### src/rtl/vga_timing_gen.sv
// vga_timing_gen: parametrised VGA/SVGA timing generator.
// Owns the horizontal/vertical counters and a frame counter, and drives
// registered sync, blank and position outputs one clock behind the counters.
// pix_en gates counter advance so divided pixel rates can share a fast clock.
// Optional build macro: VGA_TIMING_LINE_MATCH_EN adds match_line/line_match,
// a registered pulse one clock after next_row on a programmable line.
module vga_timing_gen #(
    parameter int unsigned WIDTH  = 800,
    parameter int unsigned HEIGHT = 600,
    parameter int unsigned HFRONT = 24,
    parameter int unsigned HSYNC  = 72,
    parameter int unsigned HBACK  = 128,
    parameter int unsigned VFRONT = 1,
    parameter int unsigned VSYNC  = 2,
    parameter int unsigned VBACK  = 22,
    parameter logic        HPOL   = 1'b1,
    parameter logic        VPOL   = 1'b1,
    parameter int unsigned CW     = 11,
    parameter int unsigned FCW    = 8
) (
    input  logic           clk,
    input  logic           reset,
    input  logic           pix_en,
    output logic           hsync,
    output logic           vsync,
    output logic           blank,
    output logic           hblank,
    output logic [CW-1:0]  x_pos,
    output logic [CW-1:0]  y_pos,
    output logic           next_row,
    output logic           next_frame,
    output logic [FCW-1:0] frame_count
`ifdef VGA_TIMING_LINE_MATCH_EN
    ,
    input  logic [CW-1:0]  match_line,
    output logic           line_match
`endif
);

    localparam int unsigned HTOTAL = WIDTH + HFRONT + HSYNC + HBACK;
    localparam int unsigned VTOTAL = HEIGHT + VFRONT + VSYNC + VBACK;

    // Counter widths must hold every count value of both axes.
    if (((64'd1 << CW) < 64'(HTOTAL)) || ((64'd1 << CW) < 64'(VTOTAL))) begin : g_cw_check
        $error("vga_timing_gen: CW too small for HTOTAL/VTOTAL");
    end

    // Decode boundaries, pre-sized to the counter width.
    localparam logic [CW-1:0] H_ACT_END = CW'(WIDTH);
    localparam logic [CW-1:0] H_ROW_END = CW'(WIDTH - 1);
    localparam logic [CW-1:0] HS_START  = CW'(WIDTH + HFRONT);
    localparam logic [CW-1:0] HS_END    = CW'(WIDTH + HFRONT + HSYNC);
    localparam logic [CW-1:0] H_LAST    = CW'(HTOTAL - 1);
    localparam logic [CW-1:0] V_ACT_END = CW'(HEIGHT);
    localparam logic [CW-1:0] VS_START  = CW'(HEIGHT + VFRONT);
    localparam logic [CW-1:0] VS_END    = CW'(HEIGHT + VFRONT + VSYNC);
    localparam logic [CW-1:0] V_LAST    = CW'(VTOTAL - 1);

    logic [CW-1:0] h;
    logic [CW-1:0] v;
    logic          h_wrap;
    logic          v_wrap;
    logic          hs_act;
    logic          vs_act;
    logic          hb;
    logic          vb;

    // Wrap conditions shared by the counters and the strobes.
    always_comb begin
        h_wrap = (h == H_LAST);
        v_wrap = (v == V_LAST);
    end

    // Horizontal/vertical/frame counters, advanced only on pix_en.
    always_ff @(posedge clk or posedge reset) begin
        if (reset) begin
            h           <= '0;
            v           <= '0;
            frame_count <= '0;
        end else if (pix_en) begin
            if (h_wrap) begin
                h <= '0;
                if (v_wrap) begin
                    v           <= '0;
                    frame_count <= frame_count + FCW'(1);
                end else begin
                    v <= v + CW'(1);
                end
            end else begin
                h <= h + CW'(1);
            end
        end
    end

    // Sync and blank regions decoded from the current counters.
    always_comb begin
        hs_act = (h >= HS_START) && (h < HS_END);
        vs_act = (v >= VS_START) && (v < VS_END);
        hb     = (h >= H_ACT_END);
        vb     = (v >= V_ACT_END);
    end

    // Output register: updates every clock so it tracks held counters too.
    always_ff @(posedge clk or posedge reset) begin
        if (reset) begin
            hsync  <= ~HPOL;
            vsync  <= ~VPOL;
            blank  <= 1'b1;
            hblank <= 1'b0;
            x_pos  <= '0;
            y_pos  <= '0;
        end else begin
            hsync  <= hs_act ? HPOL : ~HPOL;
            vsync  <= vs_act ? VPOL : ~VPOL;
            blank  <= hb | vb;
            hblank <= hb;
            x_pos  <= (hb | vb) ? '0 : h;
            y_pos  <= vb ? '0 : v;
        end
    end

    // Zero-latency strobes for downstream row/frame sequencing.
    always_comb begin
        next_row   = pix_en && (h == H_ROW_END);
        next_frame = pix_en && h_wrap && v_wrap;
    end

`ifdef VGA_TIMING_LINE_MATCH_EN
    // Line-match pulse one clock after next_row on the selected line;
    // lines beyond VTOTAL-1 are never reached by v, so they never fire.
    always_ff @(posedge clk or posedge reset) begin
        if (reset) begin
            line_match <= 1'b0;
        end else begin
            line_match <= pix_en && (h == H_ROW_END) && (v == match_line);
        end
    end
`endif

endmodule
### config.mk
export PLATFORM = sky130hd
export DESIGN_NAME = vga_timing_gen
export DESIGN_NICKNAME = d
export VERILOG_FILES = /design/src/rtl/vga_timing_gen.sv
export SDC_FILE = /design/constraint.sdc
export NUM_CORES = 1
export LEC_CHECK = 0
export CAP_MARGIN = 30
export CELL_PAD_IN_SITES_DETAIL_PLACEMENT = 1
export CELL_PAD_IN_SITES_GLOBAL_PLACEMENT = 1
export CORE_MARGIN = 3
export CORE_UTILIZATION = 38
export CTS_CLUSTER_SIZE = 25
export DETAILED_ROUTE_END_ITERATION = 8
export GPL_TIMING_DRIVEN = 0
export PLACE_DENSITY_LB_ADDON = 0.2
export SETUP_SLACK_MARGIN = 0.4
export SLEW_MARGIN = 20
export SYNTH_ARGS = -nofsm -noshare
export SYNTH_HDL_FRONTEND = slang
export SYNTH_SLANG_ARGS = --single-unit
### constraint.sdc
create_clock -name clk -period 1.9 [get_ports clk]
set_input_delay 0.19 -clock clk [delete_from_list [all_inputs] [get_ports clk]]
set_output_delay 0.19 -clock clk [all_outputs]
set_load 0.005 [all_outputs]
==> results.yml <==
status:
  status: "finished with violations"
  violations: "setup timing"
synthesis:
  yosysMostFrequentCell: "dfrtp_1"
  ys.flop_type: "dfrtp_1"
  yosys-top-cells-area: "dfrtp_1 55%, xor2_1 3.5%, ha_1 3.0%"
  yosys.area.top_type_share_pct: 55.4
  synth-warning-count: 0
  syn_inst: 213
  synth_area_mm2: 0.00248
  seq_area_frac_synth_pct: 56.5
  synth_top_cell_by_area: "dfrtp_1"
  synth_edf_count: 0
  async_reset_ff_share_pct: 100
  netlist_top_cells_count: "55 x dfrtp_1, 15 x nor2_1, 13 x inv_1"
  ys_types: 45
  ys_ff_latch: 56
  syn-mean-instance-area_um2: 11.7
clock_tree:
  clk_pin_slew_ps: 100
  clock_path_buffers: 2
  clock_latency_ps: 310
  cts_tree: "done"
  htreeDepth: 2
  cts_buffers: 5
  clockRootBuffer: "clkbuf_8"
  cts.sinks: 56
sta:
  min_period_over_period_pct: 100
  tightestPinTransition_ps: 530
  setup_viol_count_final: 1
  clock_skew_ps: 4.83
  period_needed_ps: 1910
  maxSlewViolCount: 0
  hold_viol_final: 0
  rsz0062_at_grt: "yes"
  timing.fmax_mhz: 525
  maxSlewHeadroom_pct: 64.6
  tns_ps: -6.07
  fin_ws_ps: -6.07
cells_and_area:
  drive_gt1_share_pct: 37.9
  fillers: 622
  nNetsFinal: 314
  multi_input_area_mm2: 0.00118
  area_growth_pct: 49.0
  diodes: 0
  seq_area_mm2: 0.00141
critical_path:
  r2r_setup_slack_ps: 10
  r2r-start: "h[1]"
  crit_path_start_kind: "flip-flop"
  required_ps: 1710
  worst-path-max-fanout: 2
  cp.arrival_ps: 1720
  rr_worst_depth: 7
  crit_path_end_kind: "output port"
  reg2reg_to: "frame_count[3]"
  crit_type: "flip-flop to output port"
die:
  die_area_mm2: 0.00754
  core-area_mm2: 0.00613
  rows: 28
  fp.dieH_um: 86.8
  initial_core_util_pct: 40.5
  ios: 39
  die_w_um: 86.8
place:
  place_congestion: 0.798
  port_buffers: 38
  dp_hpwl_um: 3850
power:
  p_per_area_mw_per_mm2: 618
  pwr-share-clk_pct: 28.6
  netSwitchingFraction_pct: 28.3
  power.internal_w: 0.00164
  total_leakage_power_nw: 1.73
  seq_power_share_pct: 57.9
  power.switching_w: 0.000647
  peakVddDrop_mv: 0.552
  power_frac_comb_pct: 13.6
  power.total_w: 0.00229
drt:
  drtIter0Drc: 111
  firstDrtPassIters: 4
  vias: 1987
  via_per_inst: 5.22
  wl_per_cell_um: 18.4
  wl_um: 7000
  ant_nets: 0
  drc: 0
global_routing:
  grt_max_degree: 34
  grt_util_all_layers_pct: 18.3
  grt_overflow_total: 0
  antenna_found_initial: 0
  grt_pass1_wl_um: 10800
  grt_pass1_vias: 2109
min_path:
  hold_class: "primary input to asynchronous set/reset pin"
flow_run:
  maxCapViolCount: 0
-- metal layers --
layer | GRT usage (%) | vias up | wire (µm)
met2 | 30.8 | 52 | 3600
met5 | 0 | - | 0
met3 | 3.42 | 8 | 284
met1 | 24.3 | 1002 | 3040
met4 | 4.82 | 0 | 74
li1 | - | 925 | -
-- state kept, by name, indices dropped and copies added, names as in the netlist --
signal       count
frame_count      8
hsync            1
v               11
y_pos           11
h               11
blank            1
hblank           1
x_pos           11
vsync            1
-- kinds of logic (layout without fill, tap and decap cells) --
family,count (synthesis),after routing,share of synthesized area (%)
AO/OA/AOI/OAI,20,20,5.44
flip-flops,56,56,56.5
XOR/XNOR,17,17,5.99
multiplexers,4,4,1.71
AND/OR/NAND/NOR,88,88,23.1
other,1,2,0.151
adder cells (fa/ha/maj),6,6,3.02
buffers and inverters,21,113,4.13
-- worst max path at each step --
| stage | startpoint | slack (ps) | end |
|---|---|---|---|
| 2_1_floorplan | v[1] | 130 | v[4] |
| 3_3_place_gp | pix_en | -470 | next_frame |
| 3_5_place_dp | pix_en | -460 | next_frame |
| 4_1_cts | h[0] | -30 | next_frame |
| 5_1_grt | h[7] | -90 | frame_count[3] |
| 6_report | h[1] | -6 | next_frame |
-- critical path, cell delays in order, from the launching register on --
cell and delay [ps]:
dfrtp_1 410, ha_4 170, nand4_4 110, or3_4 380
buf_12 150, nor2_4 70, buf_2 110
-- repair_timing --
action                     in CTS  in global routing
gates resized for setup        51                 24
hold buffers                    0                  0
gates cloned                    1                  0
setup endpoints to repair      43                 51
pin swaps                      13                 16
buffers inserted               26                 18
-- cells in the final DEF, fill, tap and decap left out, types with 3 or more instances in the layout --
master,n
nor4_4,6
buf_6,10
o21ai_0,5
xnor2_1,7
nor3_1,4
dfrtp_1,47
xor2_1,10
a31oi_1,4
nand2_1,10
nor2_1,10
nand4_1,5
a22o_1,3
nand3_1,8
inv_1,9
and3_1,4
ha_1,4
nor3_4,5
buf_12,3
clkbuf_8,7
and2_4,4
dfrtp_2,8
and2_1,8
buf_4,36
inv_2,3
nor2_4,4
clkdlybuf4s50_1,35
-- power by group through the flow --
stage               registers, W  clock network (W)  logic (W)
finish                   0.00132           0.000653   0.000310
CTS                      0.00132           0.000676   0.000280
detailed placement       0.00134                  0   0.000237
floorplan                0.00133                  0   0.000179
global route             0.00133           0.000728   0.000350
global placement         0.00134                  0   0.000228
-- metrics by stage --
stage	setup WS [ps]	utilization, %	std cells	hold slack, ps	cell area (µm²)
after global placement	-473	49.0	327	456	3000
final	-6.07	60.4	381	258	3700
after detailed placement	-461	49.3	328	462	3020
after global routing	-88.8	60.4	381	298	3700
after CTS	-28.1	56.3	363	272	3450
after floorplan	134	-	214	270	2530
-- layout make-up --
type	instances	share of cell area, %
Clock buffer	5	1.86
Multi-Input combinational cell	137	31.8
Inverter	13	1.42
Buffer	8	2.81
Tap cell	75	2.54
Sequential cell	56	38.2
Clock inverter	3	0.507
Timing Repair Buffer	84	20.9
No activity file was read; power rests on OpenSTA's default activity.
